### config.mk
export PLATFORM = sky130hd
export DESIGN_NAME = fft8_sched_ctrl_flat
export DESIGN_NICKNAME = d
export VERILOG_FILES = /design/src/rtl/fft8_sched_ctrl_if.sv /design/src/rtl/fft8_sched_ctrl.sv /design/src/flat_wrapper.sv
export SDC_FILE = /design/constraint.sdc
export NUM_CORES = 1
export LEC_CHECK = 0
export CAP_MARGIN = 20
export CORE_MARGIN = 2
export CORE_UTILIZATION = 40
export CTS_CLUSTER_SIZE = 24
export DETAILED_ROUTE_END_ITERATION = 6
export DONT_BUFFER_PORTS = 1
export PLACE_DENSITY = 0.61
export SYNTH_ARGS = -nofsm -noshare
export SYNTH_HDL_FRONTEND = slang
export SYNTH_SLANG_ARGS = --single-unit
### constraint.sdc
create_clock -name clk -period 3.1 [get_ports clk]
set_input_delay 0.31 -clock clk [delete_from_list [all_inputs] [get_ports clk]]
set_output_delay 0.31 -clock clk [all_outputs]
set_load 0.02 [all_outputs]
### src/rtl/fft8_sched_ctrl_if.sv
// Control bundle between the FFT8 sequencer and its sample RAM, butterfly unit and stream ports.
// The master modport is the sequencer; the slave modport is everything around it.
interface fft8_sched_ctrl_if #(
    parameter int FRAME_CNT_W = 8
);
    logic                   en;
    logic                   in_valid;
    logic                   in_ready;
    logic                   wr_en;
    logic [2:0]             wr_addr;
    logic                   bf_valid;
    logic                   bf_ready;
    logic [2:0]             bf_addr_a;
    logic [2:0]             bf_addr_b;
    logic [1:0]             bf_tw;
    logic [1:0]             bf_stage;
    logic                   bf_done;
    logic                   out_valid;
    logic                   out_ready;
    logic [2:0]             out_addr;
    logic                   out_last;
    logic                   frame_done;
    logic                   busy;
    logic                   err;
    logic [FRAME_CNT_W-1:0] frame_cnt;

    modport master (
        input  en, in_valid, bf_ready, bf_done, out_ready,
        output in_ready, wr_en, wr_addr, bf_valid, bf_addr_a, bf_addr_b, bf_tw, bf_stage,
               out_valid, out_addr, out_last, frame_done, busy, err, frame_cnt
    );

    modport slave (
        output en, in_valid, bf_ready, bf_done, out_ready,
        input  in_ready, wr_en, wr_addr, bf_valid, bf_addr_a, bf_addr_b, bf_tw, bf_stage,
               out_valid, out_addr, out_last, frame_done, busy, err, frame_cnt
    );
endinterface

### src/rtl/fft8_sched_ctrl.sv
// Control sequencer for an 8-point radix-2 DIT FFT: bit-reversed load, 12 serialised
// butterflies on one shared unit, natural-order unload. No sample data passes through here.
module fft8_sched_ctrl #(
    parameter int BF_TIMEOUT  = 15,
    parameter int FRAME_CNT_W = 8
) (
    input  logic              clk,
    input  logic              rst,
    fft8_sched_ctrl_if.master bus
);
    localparam int TO_W = (BF_TIMEOUT < 2) ? 1 : $clog2(BF_TIMEOUT);
    localparam logic [TO_W-1:0]        TO_LAST = TO_W'(BF_TIMEOUT - 1);
    localparam logic [FRAME_CNT_W-1:0] CNT_ONE = FRAME_CNT_W'(1);

    typedef enum logic [2:0] {IDLE, LOAD, BF_REQ, BF_WAIT, UNLOAD} state_t;

    state_t                 state;
    logic [2:0]             load_idx;
    logic [2:0]             out_idx;
    logic [1:0]             stage;
    logic [1:0]             bf_idx;
    logic [TO_W-1:0]        to_cnt;
    logic                   in_ready_q;
    logic                   bf_valid_q;
    logic                   out_valid_q;
    logic                   busy_q;
    logic                   frame_done_q;
    logic                   err_q;
    logic [FRAME_CNT_W-1:0] frame_cnt_q;

    always_ff @(posedge clk) begin
        if (rst) begin
            state        <= IDLE;
            load_idx     <= '0;
            out_idx      <= '0;
            stage        <= '0;
            bf_idx       <= '0;
            to_cnt       <= '0;
            in_ready_q   <= 1'b0;
            bf_valid_q   <= 1'b0;
            out_valid_q  <= 1'b0;
            busy_q       <= 1'b0;
            frame_done_q <= 1'b0;
            err_q        <= 1'b0;
            frame_cnt_q  <= '0;
        end else begin
            frame_done_q <= 1'b0;
            case (state)
                IDLE: begin
                    if (bus.en) begin
                        state      <= LOAD;
                        in_ready_q <= 1'b1;
                        busy_q     <= 1'b1;
                    end
                end
                LOAD: begin
                    if (bus.in_valid) begin
                        load_idx <= load_idx + 3'd1;
                        if (load_idx == 3'd7) begin
                            state      <= BF_REQ;
                            in_ready_q <= 1'b0;
                            bf_valid_q <= 1'b1;
                            stage      <= '0;
                            bf_idx     <= '0;
                        end
                    end
                end
                BF_REQ: begin
                    if (bus.bf_ready) begin
                        state      <= BF_WAIT;
                        bf_valid_q <= 1'b0;
                        to_cnt     <= '0;
                    end
                end
                BF_WAIT: begin
                    // Only one butterfly in flight, so stage ordering needs no extra tracking.
                    if (bus.bf_done) begin
                        bf_idx <= bf_idx + 2'd1;
                        if (bf_idx == 2'd3 && stage == 2'd2) begin
                            state       <= UNLOAD;
                            stage       <= '0;
                            out_valid_q <= 1'b1;
                        end else begin
                            state      <= BF_REQ;
                            bf_valid_q <= 1'b1;
                            if (bf_idx == 2'd3)
                                stage <= stage + 2'd1;
                        end
                    end else if (to_cnt == TO_LAST) begin
                        state  <= IDLE;
                        busy_q <= 1'b0;
                        err_q  <= 1'b1;
                        stage  <= '0;
                        bf_idx <= '0;
                    end else begin
                        to_cnt <= to_cnt + 1'b1;
                    end
                end
                UNLOAD: begin
                    if (bus.out_ready) begin
                        out_idx <= out_idx + 3'd1;
                        if (out_idx == 3'd7) begin
                            state        <= IDLE;
                            out_valid_q  <= 1'b0;
                            busy_q       <= 1'b0;
                            frame_done_q <= 1'b1;
                            frame_cnt_q  <= frame_cnt_q + CNT_ONE;
                        end
                    end
                end
                default: state <= IDLE;
            endcase
        end
    end

    // Butterfly operand addressing, one explicit case per stage of the DIT flow graph.
    logic [2:0] addr_a;
    logic [2:0] addr_b;
    logic [1:0] tw;
    logic       bf_active;

    always_comb begin
        addr_a = '0;
        addr_b = '0;
        tw     = '0;
        case (stage)
            2'd0: begin
                addr_a = {bf_idx, 1'b0};
                addr_b = {bf_idx, 1'b1};
                tw     = 2'd0;
            end
            2'd1: begin
                addr_a = {bf_idx[1], 1'b0, bf_idx[0]};
                addr_b = {bf_idx[1], 1'b1, bf_idx[0]};
                tw     = {bf_idx[0], 1'b0};
            end
            2'd2: begin
                addr_a = {1'b0, bf_idx};
                addr_b = {1'b1, bf_idx};
                tw     = bf_idx;
            end
            default: ;
        endcase
    end

    assign bf_active = (state == BF_REQ) || (state == BF_WAIT);

    assign bus.in_ready   = in_ready_q;
    assign bus.wr_en      = bus.in_valid & in_ready_q;
    assign bus.wr_addr    = in_ready_q ? {load_idx[0], load_idx[1], load_idx[2]} : 3'd0;
    assign bus.bf_valid   = bf_valid_q;
    assign bus.bf_addr_a  = bf_active ? addr_a : 3'd0;
    assign bus.bf_addr_b  = bf_active ? addr_b : 3'd0;
    assign bus.bf_tw      = bf_active ? tw : 2'd0;
    assign bus.bf_stage   = stage;
    assign bus.out_valid  = out_valid_q;
    assign bus.out_addr   = out_valid_q ? out_idx : 3'd0;
    assign bus.out_last   = out_valid_q && (out_idx == 3'd7);
    assign bus.frame_done = frame_done_q;
    assign bus.busy       = busy_q;
    assign bus.err        = err_q;
    assign bus.frame_cnt  = frame_cnt_q;
endmodule

### src/flat_wrapper.sv
// flat-port wrapper written by rule: the top's interface ports become plain ports
module fft8_sched_ctrl_flat 
#(
    parameter int BF_TIMEOUT  = 15,
    parameter int FRAME_CNT_W = 8
)
  (clk, rst, bus_en, bus_in_valid, bus_bf_ready, bus_bf_done, bus_out_ready, bus_in_ready, bus_wr_en, bus_wr_addr, bus_bf_valid, bus_bf_addr_a, bus_bf_addr_b, bus_bf_tw, bus_bf_stage, bus_out_valid, bus_out_addr, bus_out_last, bus_frame_done, bus_busy, bus_err, bus_frame_cnt);
  fft8_sched_ctrl_if #(.FRAME_CNT_W(FRAME_CNT_W)) bus_i ();
  input  logic clk;
  input  logic rst;
  input wire logic [$bits(bus_i.en)-1:0] bus_en;
  input wire logic [$bits(bus_i.in_valid)-1:0] bus_in_valid;
  input wire logic [$bits(bus_i.bf_ready)-1:0] bus_bf_ready;
  input wire logic [$bits(bus_i.bf_done)-1:0] bus_bf_done;
  input wire logic [$bits(bus_i.out_ready)-1:0] bus_out_ready;
  output wire logic [$bits(bus_i.in_ready)-1:0] bus_in_ready;
  output wire logic [$bits(bus_i.wr_en)-1:0] bus_wr_en;
  output wire logic [$bits(bus_i.wr_addr)-1:0] bus_wr_addr;
  output wire logic [$bits(bus_i.bf_valid)-1:0] bus_bf_valid;
  output wire logic [$bits(bus_i.bf_addr_a)-1:0] bus_bf_addr_a;
  output wire logic [$bits(bus_i.bf_addr_b)-1:0] bus_bf_addr_b;
  output wire logic [$bits(bus_i.bf_tw)-1:0] bus_bf_tw;
  output wire logic [$bits(bus_i.bf_stage)-1:0] bus_bf_stage;
  output wire logic [$bits(bus_i.out_valid)-1:0] bus_out_valid;
  output wire logic [$bits(bus_i.out_addr)-1:0] bus_out_addr;
  output wire logic [$bits(bus_i.out_last)-1:0] bus_out_last;
  output wire logic [$bits(bus_i.frame_done)-1:0] bus_frame_done;
  output wire logic [$bits(bus_i.busy)-1:0] bus_busy;
  output wire logic [$bits(bus_i.err)-1:0] bus_err;
  output wire logic [$bits(bus_i.frame_cnt)-1:0] bus_frame_cnt;
  assign bus_i.en = bus_en;
  assign bus_i.in_valid = bus_in_valid;
  assign bus_i.bf_ready = bus_bf_ready;
  assign bus_i.bf_done = bus_bf_done;
  assign bus_i.out_ready = bus_out_ready;
  assign bus_in_ready = bus_i.in_ready;
  assign bus_wr_en = bus_i.wr_en;
  assign bus_wr_addr = bus_i.wr_addr;
  assign bus_bf_valid = bus_i.bf_valid;
  assign bus_bf_addr_a = bus_i.bf_addr_a;
  assign bus_bf_addr_b = bus_i.bf_addr_b;
  assign bus_bf_tw = bus_i.bf_tw;
  assign bus_bf_stage = bus_i.bf_stage;
  assign bus_out_valid = bus_i.out_valid;
  assign bus_out_addr = bus_i.out_addr;
  assign bus_out_last = bus_i.out_last;
  assign bus_frame_done = bus_i.frame_done;
  assign bus_busy = bus_i.busy;
  assign bus_err = bus_i.err;
  assign bus_frame_cnt = bus_i.frame_cnt;
  fft8_sched_ctrl #(.BF_TIMEOUT(BF_TIMEOUT), .FRAME_CNT_W(FRAME_CNT_W)) u_core (.clk(clk), .rst(rst), .bus(bus_i));
endmodule
* Yosys cells after proc, flatten, opt, wreduce, memory -nomap -nowiden
Index checks and enable logic that the tools add are counted.
Word-level totals: logic and storage cells 121, output and inout bits 32, bits in registers 31
Operators by class: add/sub/neg operators 6, equal/unequal tests 24, bitwise gates (word level) 4, reductions and logical operators 24, multiplexer cells 50
Operator list (number):
- $mux W3 | 13
- $pmux W3 S3 | 2
- $mux W2 | 8
- $ne A2 B2 Y1 const B | 8
- $mux W1 | 15
- $pmux W3 S5 | 1
- $mux W4 | 3
- $pmux W2 S2 | 3
- $reduce_and A4 Y1 | 3
- $reduce_and A6 Y1 | 2
- $reduce_and A5 Y1 | 2
- $eq A3 B3 Y1 const B | 3
- $add A8 B1 Y8 const B | 1
- $ne A2 B1 Y1 const B | 4
- $pmux W4 S2 | 1
- $reduce_bool A2 Y1 | 4
- $reduce_and A7 Y1 | 1
- $add A3 B1 Y3 const B | 2
- $eq A3 B2 Y1 const B | 2
- $pmux W1 S3 | 2
- $reduce_and A3 Y1 | 2
- $reduce_bool A3 Y1 | 2
- $add A2 B1 Y2 const B | 2
- $add A4 B1 Y4 const B | 1
- other kinds (15) | 21

* Logic depth before layout (Yosys ltp)
Gate-level depths: netlist of run 1.
depth after elaboration 5, gate-level depth with buffers 7, mapped depth without buffers 6

* Worst setup path after synthesis of run 1
Ideal clock, no wire load.
path kind register to output, start point register u_core.stage[0], in the netlist u_core.bus.bf_stage[0], end point output bus_bf_addr_b[1], data arrival time 1.395 ns, slack 1.395 ns, cell stages (with the launch flop) 6, data required time 2.790 ns, path through dfxtp_1 > inv_1 > ha_1 > clkbuf_1 > a22oi_1 > a21oi_1
Between the ends: cells in the longest elaborated chain, start to end 3, elaborated cells on any way between the ends 5, those cells by class eq/ne: 2; mux: 2; reduce/logical: 1
Ends and longest elaborated chain:
- start: declaration | line fft8_sched_ctrl.sv:20 | logic [1:0] stage;
- start signal: assignment | line fft8_sched_ctrl.sv:87 | stage <= stage + 2'd1;
- $eq A2 B2 Y1, or another cell as far along | line fft8_sched_ctrl.sv:126 | case (stage)
- $pmux W3 S3 (*) | line fft8_sched_ctrl.sv:126
- $mux W3 (*) | line fft8_sched_ctrl.sv:153 | assign bus.bf_addr_b = bf_active ? addr_b : 3'd0;
- end: declaration | line flat_wrapper.sv:21 | output wire logic [$bits(bus_i.bf_addr_b)-1:0] bus_bf_addr_b;
Every way passes the cells marked *; elsewhere a longest branch is shown, timed or not.

* Final worst setup path of run 1
Ends and elaborated chain as after synthesis.

==> results of run 1 <==
[worst register-to-register path: cells and delay by family, from the launching register on]
family,cells,cell delay (ns)
and+or+nand+nor,3,0.95
DFF,1,0.37
AOI/OAI and AO/OA,1,0.15
adders and majority gates,2,0.33
[cells in the final DEF, fill, tap and decap left out, types with 3 or more instances in the layout]
cell	n
mux2i_1	7
a21oi_1	9
clkbuf_8	7
nand2_1	11
nor3_1	8
ha_1	12
inv_1	7
dfxtp_1	31
xnor2_1	3
a31oi_1	4
xor2_1	5
a22oi_1	3
nor2_1	30
o21ai_0	6
nand4_1	4
and2_1	12
[worst min-delay path by stage]
stage | from | end | slack, ns | depth (start not counted)
2_1_floorplan | rst | u_core.state[0] | 0.39 | 1
3_3_place_gp | rst | u_core.bus.frame_cnt[1] | 0.39 | 1
3_5_place_dp | rst | u_core.bus.frame_cnt[1] | 0.39 | 1
4_1_cts | rst | u_core.bus.frame_cnt[1] | 0.09 | 1
5_1_grt | rst | u_core.out_idx[1] | 0.08 | 1
6_report | rst | u_core.state[1] | 0.1 | 1
[power breakdown]
group | internal, µW | switching, µW | total [µW]
clock network | 202 | 146 | 349
registers | 403 | 9.65 | 412
logic | 7.53 | 8.22 | 15.8
[registers in the layout, indices dropped and copies added (netlist names)]
name                   cells
u_core.load_idx            3
u_core.bus.bf_stage        2
u_core.bus.in_ready        1
u_core.to_cnt              4
u_core.bus.frame_cnt       8
u_core.bus.bf_valid        1
u_core.bus.out_valid       1
u_core.state               3
u_core.bus.frame_done      1
u_core.bf_idx              2
u_core.bus.busy            1
u_core.out_idx             3
u_core.bus.err             1
[cell type report]
cell class	count	area [µm²]	area share (%)
multi-input combinational	147	973	54.6
sequential	31	621	34.8
clock buffer	8	100	5.61
tap	50	62.6	3.51
inverter	7	26.3	1.47
[metrics by stage]
| stage | total power (µW) | instances | instance area, µm² | hold slack [ns] |
|---|---|---|---|---|
| CTS | 785 | 243 | 1780 | 0.0891 |
| global placement | 436 | 235 | 1680 | 0.385 |
| detailed placement | 437 | 235 | 1680 | 0.387 |
| floorplan | 438 | 193 | 1660 | 0.393 |
| global route | 811 | 243 | 1780 | 0.0820 |
| finish | 777 | 243 | 1780 | 0.0962 |
[per-layer routing]
| layer | up-vias | GRT usage [%] | routed length, µm |
|---|---|---|---|
| met4 | 0 | 4.50 | 45 |
| met1 | 625 | 19.8 | 1620 |
| met3 | 5 | 6.74 | 240 |
| li1 | 684 | - | - |
| met2 | 36 | 24.5 | 1580 |
| met5 | - | 0 | 0 |
[logic make-up after synthesis]
logic type	synth area share, %
buffers and inverters	3.70
adders and majority gates	9.07
DFF	37.5
AOI/OAI and AO/OA	12.3
xor gates and xnor gates	4.23
muxes	4.23
and+or+nand+nor	28.9
==> qor.yml, run 1 <==
run_status:
  status: "finished, final reports clean"
pwr:
  total_leakage_power_uw: 0.000658
  p_per_area_nw_per_um2: 436
  irDropWorstVdd_v: 0.000204
die:
  chipHeight_um: 68.3
  fp.coreArea_um2: 4000
  die_width_um: 68.3
  ioPinCount: 39
  num_rows: 23
  dieArea_um2: 4670
  start_util_pct: 41.4
routing:
  drc: 0
  ant_nets: 0
  routed_wl_um: 3490
  via_count: 1350
  viasPerCell: 5.56
  drtIter0Drc: 49
  drtPass1Iterations: 4
  wl_per_cell_um: 14.3
critical_path:
  startpoint: "u_core.bus.bf_stage[0]"
  path_depth: 4
  worstPathCellList: "inv_1, ha_1, a22oi_1, a21oi_1"
  cp-start-kind: "flop"
  cp_max_fo: 9
  rr_startpoint: "u_core.out_idx[0]"
  rr_worst_depth: 6
  cp.arrival_ns: 1.80
  critical_path_buf_inv_count: 1
  cpMaxStageDelayCell: "a21oi_1"
  worstReg2RegEnd: "u_core.bus.frame_cnt[7]"
  slowest_delay_ns: 0.42
  critPathCaptureType: "primary output"
  path_delay_family: "compound AO/OA/AOI/OAI gates"
  crit_type: "flop to primary output"
  regToRegSetupSlack_ns: 1.23
  critPathRequiredTime_ns: 2.79
  critical_path.endpoint: "bus_bf_addr_b[1]"
sta:
  fin_crit_ns: 2.11
  setup_ws_ns: 0.989
  finalCritPeriodShare_pct: 68.1
  max_slew_margin_pct: 67.6
  setup_tns_ns: 0
  finalHoldViolCount: 0
  fin_skew_ns: 0.00656
  setup_violations: 0
  slew_viol_final: 0
  worstMarginPinSlew_ns: 0.485
  fmax_ghz: 0.474
  rsz0062_at_grt: "false"
clocking:
  clock-root-buffer: "clkbuf_8"
  clkLatencyLatePin_ns: 0.28
  cts_tree: "built"
  cts_made_buffers: 5
  cts_hold_buf: 0
  cts_buffer_depth: 2
  cts.sinks: 31
  htreeDepth: 2
  path_clk_slew_ns: 0.07
  cts_setup_buffers: 0
  ctsResizeCount: 0
cells_and_area:
  drive_gt1_share_pct: 6.74
  diodes: 0
  nNetsFinal: 211
  area_growth_pct: 7.71
  n_fill_cell: 406
  fin_util_pct: 44.6
global_routing:
  grt_overflow: 0
  antenna_found_initial: 0
  grtUsageTotal_pct: 15.8
  grt_max_degree: 34
  grt_pass1_vias: 1177
  grt_pass1_wl_um: 5400
logic_synthesis:
  ys_seq_area_share_pct: 37.5
  syn_nets: 212
  yosys.area.top_type: "dfxtp_1"
  synthTopCellsByCount: "31 x dfxtp_1, 30 x nor2_1, 12 x and2_1, 12 x ha_1, 11 x nand2_1"
  synth_edf_count: 0
  synth_top_area_share_pct: 37.5
  synth_most_common_cell: "dfxtp_1"
  synth_cell_types: 42
  yosys_warnings: 0
  synth_flop_cell: "dfxtp_1"
  synth_area_per_cell_um2: 8.58
  syn_inst: 193
  ys_ff_latch: 31
  netlist_area_um2: 1660
  async_flop_share_pct: 0
  synth_area_leaders: "dfxtp_1 37%, ha_1 9.1%, nor2_1 6.8%"
min_path:
  hold_class: "input port to flop"
placed_design:
  io_buffers: 0
  gp_congestion: 0.787
  dp_hpwl_um: 2500
  pre_cts_slack_ns: 1.25
run:
  maxCapViolCount: 0
Power figures use the tool's default switching activity.
==> run 2, diff against run 1 <==
ABC_AREA = 1   (was not set)
clock period = 2.01 ns   (was 3.1 ns; I/O delays follow)
==> run 2 against run 1 <==
  * Cell area rose by 15%
  * Utilization rose by 1.9 points
  * Clock skew fell by 0.0028 ns
  * Power rose to 2.9 times the previous value
==> qor.yml, run 2 <==
sta:
  setup_violations: 0
  slew_viol_final: 0
  worstMarginPinSlew_ns: 0.549
  fin_crit_ns: 1.84
  finalHoldViolCount: 0
  max_slew_margin_pct: 63.1
  fin_skew_ns: 0.00380
  rsz0062_at_grt: "false"
  finalCritPeriodShare_pct: 91.8
  fmax_ghz: 0.542
routing:
  ant_nets: 0
  drtPass1Iterations: 4
  viasPerCell: 4.85
  wl_per_cell_um: 12.0
  drtIter0Drc: 75
  drc: 0
  routed_wl_um: 4080
  via_count: 1643
logic_synthesis:
  yosys_warnings: 0
  synth_area_leaders: "dfxtp_1 34%, nand2_1 13%, nor2_1 9.1%"
  synthTopCellsByCount: "62 x nand2_1, 45 x nor2_1, 41 x inv_1, 31 x dfxtp_1, 21 x a21oi_1"
  async_flop_share_pct: 0
  netlist_area_um2: 1850
  synth_top_area_share_pct: 33.6
  syn_nets: 297
  synth_area_per_cell_um2: 6.65
  synth_flop_cell: "dfxtp_1"
  ys_seq_area_share_pct: 33.6
  synth_most_common_cell: "nand2_1"
  synth_cell_types: 28
  yosys.area.top_type: "dfxtp_1"
  syn_inst: 278
  synth_edf_count: 0
  ys_ff_latch: 31
clocking:
  cts_buffer_depth: 2
  cts_tree: "built"
  clock-root-buffer: "clkbuf_8"
  htreeDepth: 2
  cts_made_buffers: 5
  path_clk_slew_ns: 0.07
  cts.sinks: 31
  cts_setup_buffers: 0
  clkLatencyLatePin_ns: 0.28
critical_path:
  critPathRequiredTime_ns: 1.81
  rr_worst_depth: 6
  rr_startpoint: "u_core.out_idx[0]"
  crit_type: "flop to primary output"
  worstReg2RegEnd: "u_core.bus.frame_cnt[4]"
  critPathCaptureType: "primary output"
  cp_max_fo: 5
  cp-start-kind: "flop"
  cp.arrival_ns: 1.64
  regToRegSetupSlack_ns: 0.40
min_path:
  hold_depth: 2
  worstHoldStart: "rst"
  hold_end: "u_core.bus.frame_cnt[4]"
  hold_class: "input port to flop"
global_routing:
  met1_usage_pct: 21.5
  grt_pass1_wl_um: 7180
  antenna_found_initial: 0
  grt_pass1_vias: 1619
  grtUsageTotal_pct: 17.4
  grt_max_degree: 20
  met3_usage_pct: 5.69
  grt_overflow: 0
  grtUsageMet2_pct: 28.4
  grt-busiest-layer: "met2"
cells_and_area:
  area_growth_pct: 11.1
  final_cells: 339
  final_common_cell: "nand2_1"
  nNetsFinal: 305
  final_cell_mix: "62 x nand2_1, 41 x inv_1, 39 x nor2_1"
  diodes: 0
  largest_reg_flops: 8
  n_fill_cell: 466
  fin_util_pct: 46.5
  drive_gt1_share_pct: 12.2
die:
  start_util_pct: 41.9
  chipHeight_um: 72.0
  fp.coreArea_um2: 4410
  dieArea_um2: 5180
  num_rows: 24
  die_width_um: 72.0
  ioPinCount: 39
pwr:
  total_leakage_power_uw: 0.000985
  p_per_area_nw_per_um2: 1080
  irDropWorstVdd_v: 0.000424
placed_design:
  io_buffers: 0
  gp_congestion: 0.817
  dp_hpwl_um: 3060
  place_inst: 330
run_status:
  status: "finished, final reports clean"
run:
  maxCapViolCount: 0
==> run 2: changes by cell type after synthesis, sizes merged, moves of 4 or more <==
cell	before	now
nand3	2	20
nor2	30	48
inv	7	44
mux2i	7	0
o21ai	6	15
a21oi	9	23
and2	14	0
nand2	12	67
nor3	8	1
a31oi	4	0
==> run 2: repair_timing <==
action,4_1_cts,5_1_grt
endpoints found under the setup margin,3,7
endpoints found under the hold margin,10,0
resized for setup,1,9
hold buffers,1,0
cloned,0,0
==> run 2: area by class of cell <==
cell class / instances / area, µm² / share of cell area, %
inverters: 45 / 174 / 8.47
well taps: 52 / 65.1 / 3.17
clock inverters: 1 / 7.51 / 0.366
multi-input cells: 199 / 1050 / 51.3
clock buffers: 7 / 96.3 / 4.69
flip-flops and latches: 31 / 624 / 30.4
repair buffers: 4 / 32.5 / 1.58
==> run 2: worst max-delay path: stages (launching register included) <==
cell     delay, ns
dfxtp_1       0.52
inv_1         0.16
ha_1          0.28
o21ai_1       0.26
a21oi_2       0.15
==> run 2: how the worst max path moves through the flow <==
stage / slack [ns] / cells past startpoint / to / startpoint
after global placement: 0.32 / 7 / bus_bf_addr_a[1] / u_core.state[1]
after detailed placement: 0.30 / 7 / bus_bf_addr_a[2] / u_core.state[1]
after global routing: 0.05 / 6 / bus_bf_addr_b[1] / u_core.bus.bf_stage[0]
final: 0.17 / 4 / bus_bf_addr_b[0] / u_core.bus.bf_stage[0]
after CTS: -0.01 / 7 / bus_bf_addr_a[1] / u_core.state[1]
after floorplan: 0.39 / 7 / bus_bf_addr_a[0] / u_core.state[2]
==> run 2: kinds of logic (layout without fill, tap and decap cells) <==
group | count (synthesis) | count (layout) | share of synthesized area [%]
simple gates | 143 | 143 | 34.7
xor+xnor | 3 | 3 | 1.42
compound gates | 41 | 41 | 11.9
fa+ha+maj | 12 | 12 | 8.12
buf+inv | 48 | 57 | 10.2
flops | 31 | 31 | 33.6
==> run 2: report_power, final <==
group	leakage [µW]	switching (µW)	internal [µW]
Sequential	0.000253	141	703
Clock	0.0000505	244	311
Combinational	0.000682	530	293
Total	0.000985	916	1310
==> run 2: routing by layer <==
metal / vias to the layer above / wire length [µm] / share of wire, %
met5: - / 0 / 0
met4: 0 / 72 / 1.8
met3: 9 / 255 / 6.3
met2: 33 / 1770 / 43
met1: 708 / 1980 / 49
li1: 893 / - / -
==> run 2: metrics by stage <==
step | setup TNS [ns] | hold WS, ns | setup slack, ns | instance area, µm² | total power (µW)
floorplan | 0 | 0.356 | 0.391 | 1850 | 1500
global route | 0 | 0.0646 | 0.0478 | 2050 | 2400
global placement | 0 | 0.273 | 0.324 | 1920 | 1660
finish | 0 | 0.0657 | 0.165 | 2050 | 2220
detailed placement | 0 | 0.274 | 0.297 | 1920 | 1660
CTS | -0.0256 | 0.0611 | -0.0128 | 2040 | 2220
==> run 3, diff against run 2 <==
clock period = 2.3 ns   (was 2.01 ns; I/O delays follow)
==> run 3 against run 2 <==
  * Clock power decreased by 26%
  * Largest cell class unchanged
  * Non-clock buffer count shrank 2
  * Final cell count is 0.59% lower
  * Flip-flop and latch count stayed put
  * Hold slack worse by 0.055 ns
  * Via count rose by 0.49%
  * Die area stayed put
  * Register-to-register slack better by 0.22 ns
  * Sequential share of layout area grew 0.71 points
  * Cell area is 2.9% lower
  * Critical path depth grew 3
==> qor.yml, run 3 (synthesis results as in run 2) <==
critical_path:
  regToRegSetupSlack_ns: 0.62
  cp.arrival_ns: 1.81
  crit_type: "flop to primary output"
  cp-start-kind: "flop"
  critPathRequiredTime_ns: 2.07
  critPathCaptureType: "primary output"
  cp_max_fo: 8
routing:
  ant_nets: 0
  drtIter0Drc: 46
  via_count: 1651
  drtPass1Iterations: 4
  viasPerCell: 4.90
  routed_wl_um: 3930
  wl_per_cell_um: 11.7
  drc: 0
clocking:
  cts_setup_buffers: 0
  cts_hold_buf: 0
  cts_tree: "built"
  clkLatencyLatePin_ns: 0.28
  ctsResizeCount: 0
  cts_made_buffers: 5
  htreeDepth: 2
  cts.sinks: 31
  path_clk_slew_ns: 0.06
  cts_buffer_depth: 2
  clock-root-buffer: "clkbuf_8"
global_routing:
  grt_overflow: 0
  met1_usage_pct: 21.2
  grt_pass1_vias: 1507
  grtUsageTotal_pct: 16.1
  antenna_found_initial: 0
  grt_pass1_wl_um: 6620
  grt-busiest-layer: "met2"
  grt_max_degree: 20
  met3_usage_pct: 5.28
  grtUsageMet2_pct: 25.2
sta:
  setup_tns_ns: 0
  max_slew_margin_pct: 65.4
  worstMarginPinSlew_ns: 0.516
  setup_violations: 0
  fin_crit_ns: 2.04
  fmax_ghz: 0.491
  hold_ws_ns: 0.0111
  finalCritPeriodShare_pct: 88.6
  slew_viol_final: 0
  rsz0062_at_grt: "false"
  finalHoldViolCount: 0
  fin_skew_ns: 0.00364
cells_and_area:
  n_fill_cell: 472
  final_cells: 337
  fin_util_pct: 45.2
  final_cell_mix: "62 x nand2_1, 45 x nor2_1, 41 x inv_1"
  nNetsFinal: 303
  largest_reg_flops: 8
  seq_area_um2: 621
  area_growth_pct: 7.92
  final_common_cell: "nand2_1"
  diodes: 0
  drive_gt1_share_pct: 8.07
  multi_input_area_um2: 1040
min_path:
  hold_class: "input port to flop"
die:
  start_util_pct: 41.9
  dieArea_um2: 5180
  ioPinCount: 39
  fp.coreArea_um2: 4410
  num_rows: 24
  die_width_um: 72.0
  chipHeight_um: 72.0
placed_design:
  dp_hpwl_um: 2960
  place_inst: 329
  io_buffers: 0
  gp_congestion: 0.813
pwr:
  p_per_area_nw_per_um2: 921
  total_leakage_power_uw: 0.000966
  irDropWorstVdd_v: 0.000464
run_status:
  status: "finished, final reports clean"
run:
  maxCapViolCount: 0
[run 3: cell type report]
| class | count | share of cell area, % |
|---|---|---|
| clock buffer | 7 | 3.83 |
| clock inverter | 1 | 0.251 |
| inverter | 45 | 8.72 |
| multi-input combinational | 199 | 52.1 |
| sequential | 31 | 31.1 |
| tap | 52 | 3.26 |
| timing repair buffer | 2 | 0.753 |
[run 3: layer usage]
layer / up-vias / wire length [µm]
met2: 32 / 1710
li1: 882 / -
met3: 4 / 214
met1: 733 / 1970
met5: - / 0
met4: 0 / 38
[run 3: worst paths after layout]
path                                from                   to  depth (start not counted)
setup / recovery         u_core.state[1]     bus_bf_addr_a[0]                          7
setup reg to reg  u_core.bus.bf_stage[0]  u_core.bus.bf_valid                          9
hold / removal                       rst     u_core.to_cnt[2]                          1
hold reg to reg        u_core.out_idx[1]    u_core.out_idx[1]                          2
[run 3: stage by stage]
step	setup WS, ns	total power, µW	area, µm²
3_5_place_dp	0.560	1440	1910
6_report	0.263	1840	1990
4_1_cts	0.248	1850	1990
3_3_place_gp	0.584	1430	1910
2_1_floorplan	0.652	1310	1850
5_1_grt	0.121	1980	1990
[run 3: critical path: stages, from the launching register on]
cell     delay, ns
dfxtp_1       0.51
nand2_4       0.11
nor2_8        0.18
inv_6         0.06
nand2_2       0.06
inv_2         0.05
or2_4         0.25
nor2_1        0.31
[run 3: report_power, final]
group	switching [µW]	internal, µW	total (µW)
clock network	198	212	410
logic	446	241	687
registers	130	611	741
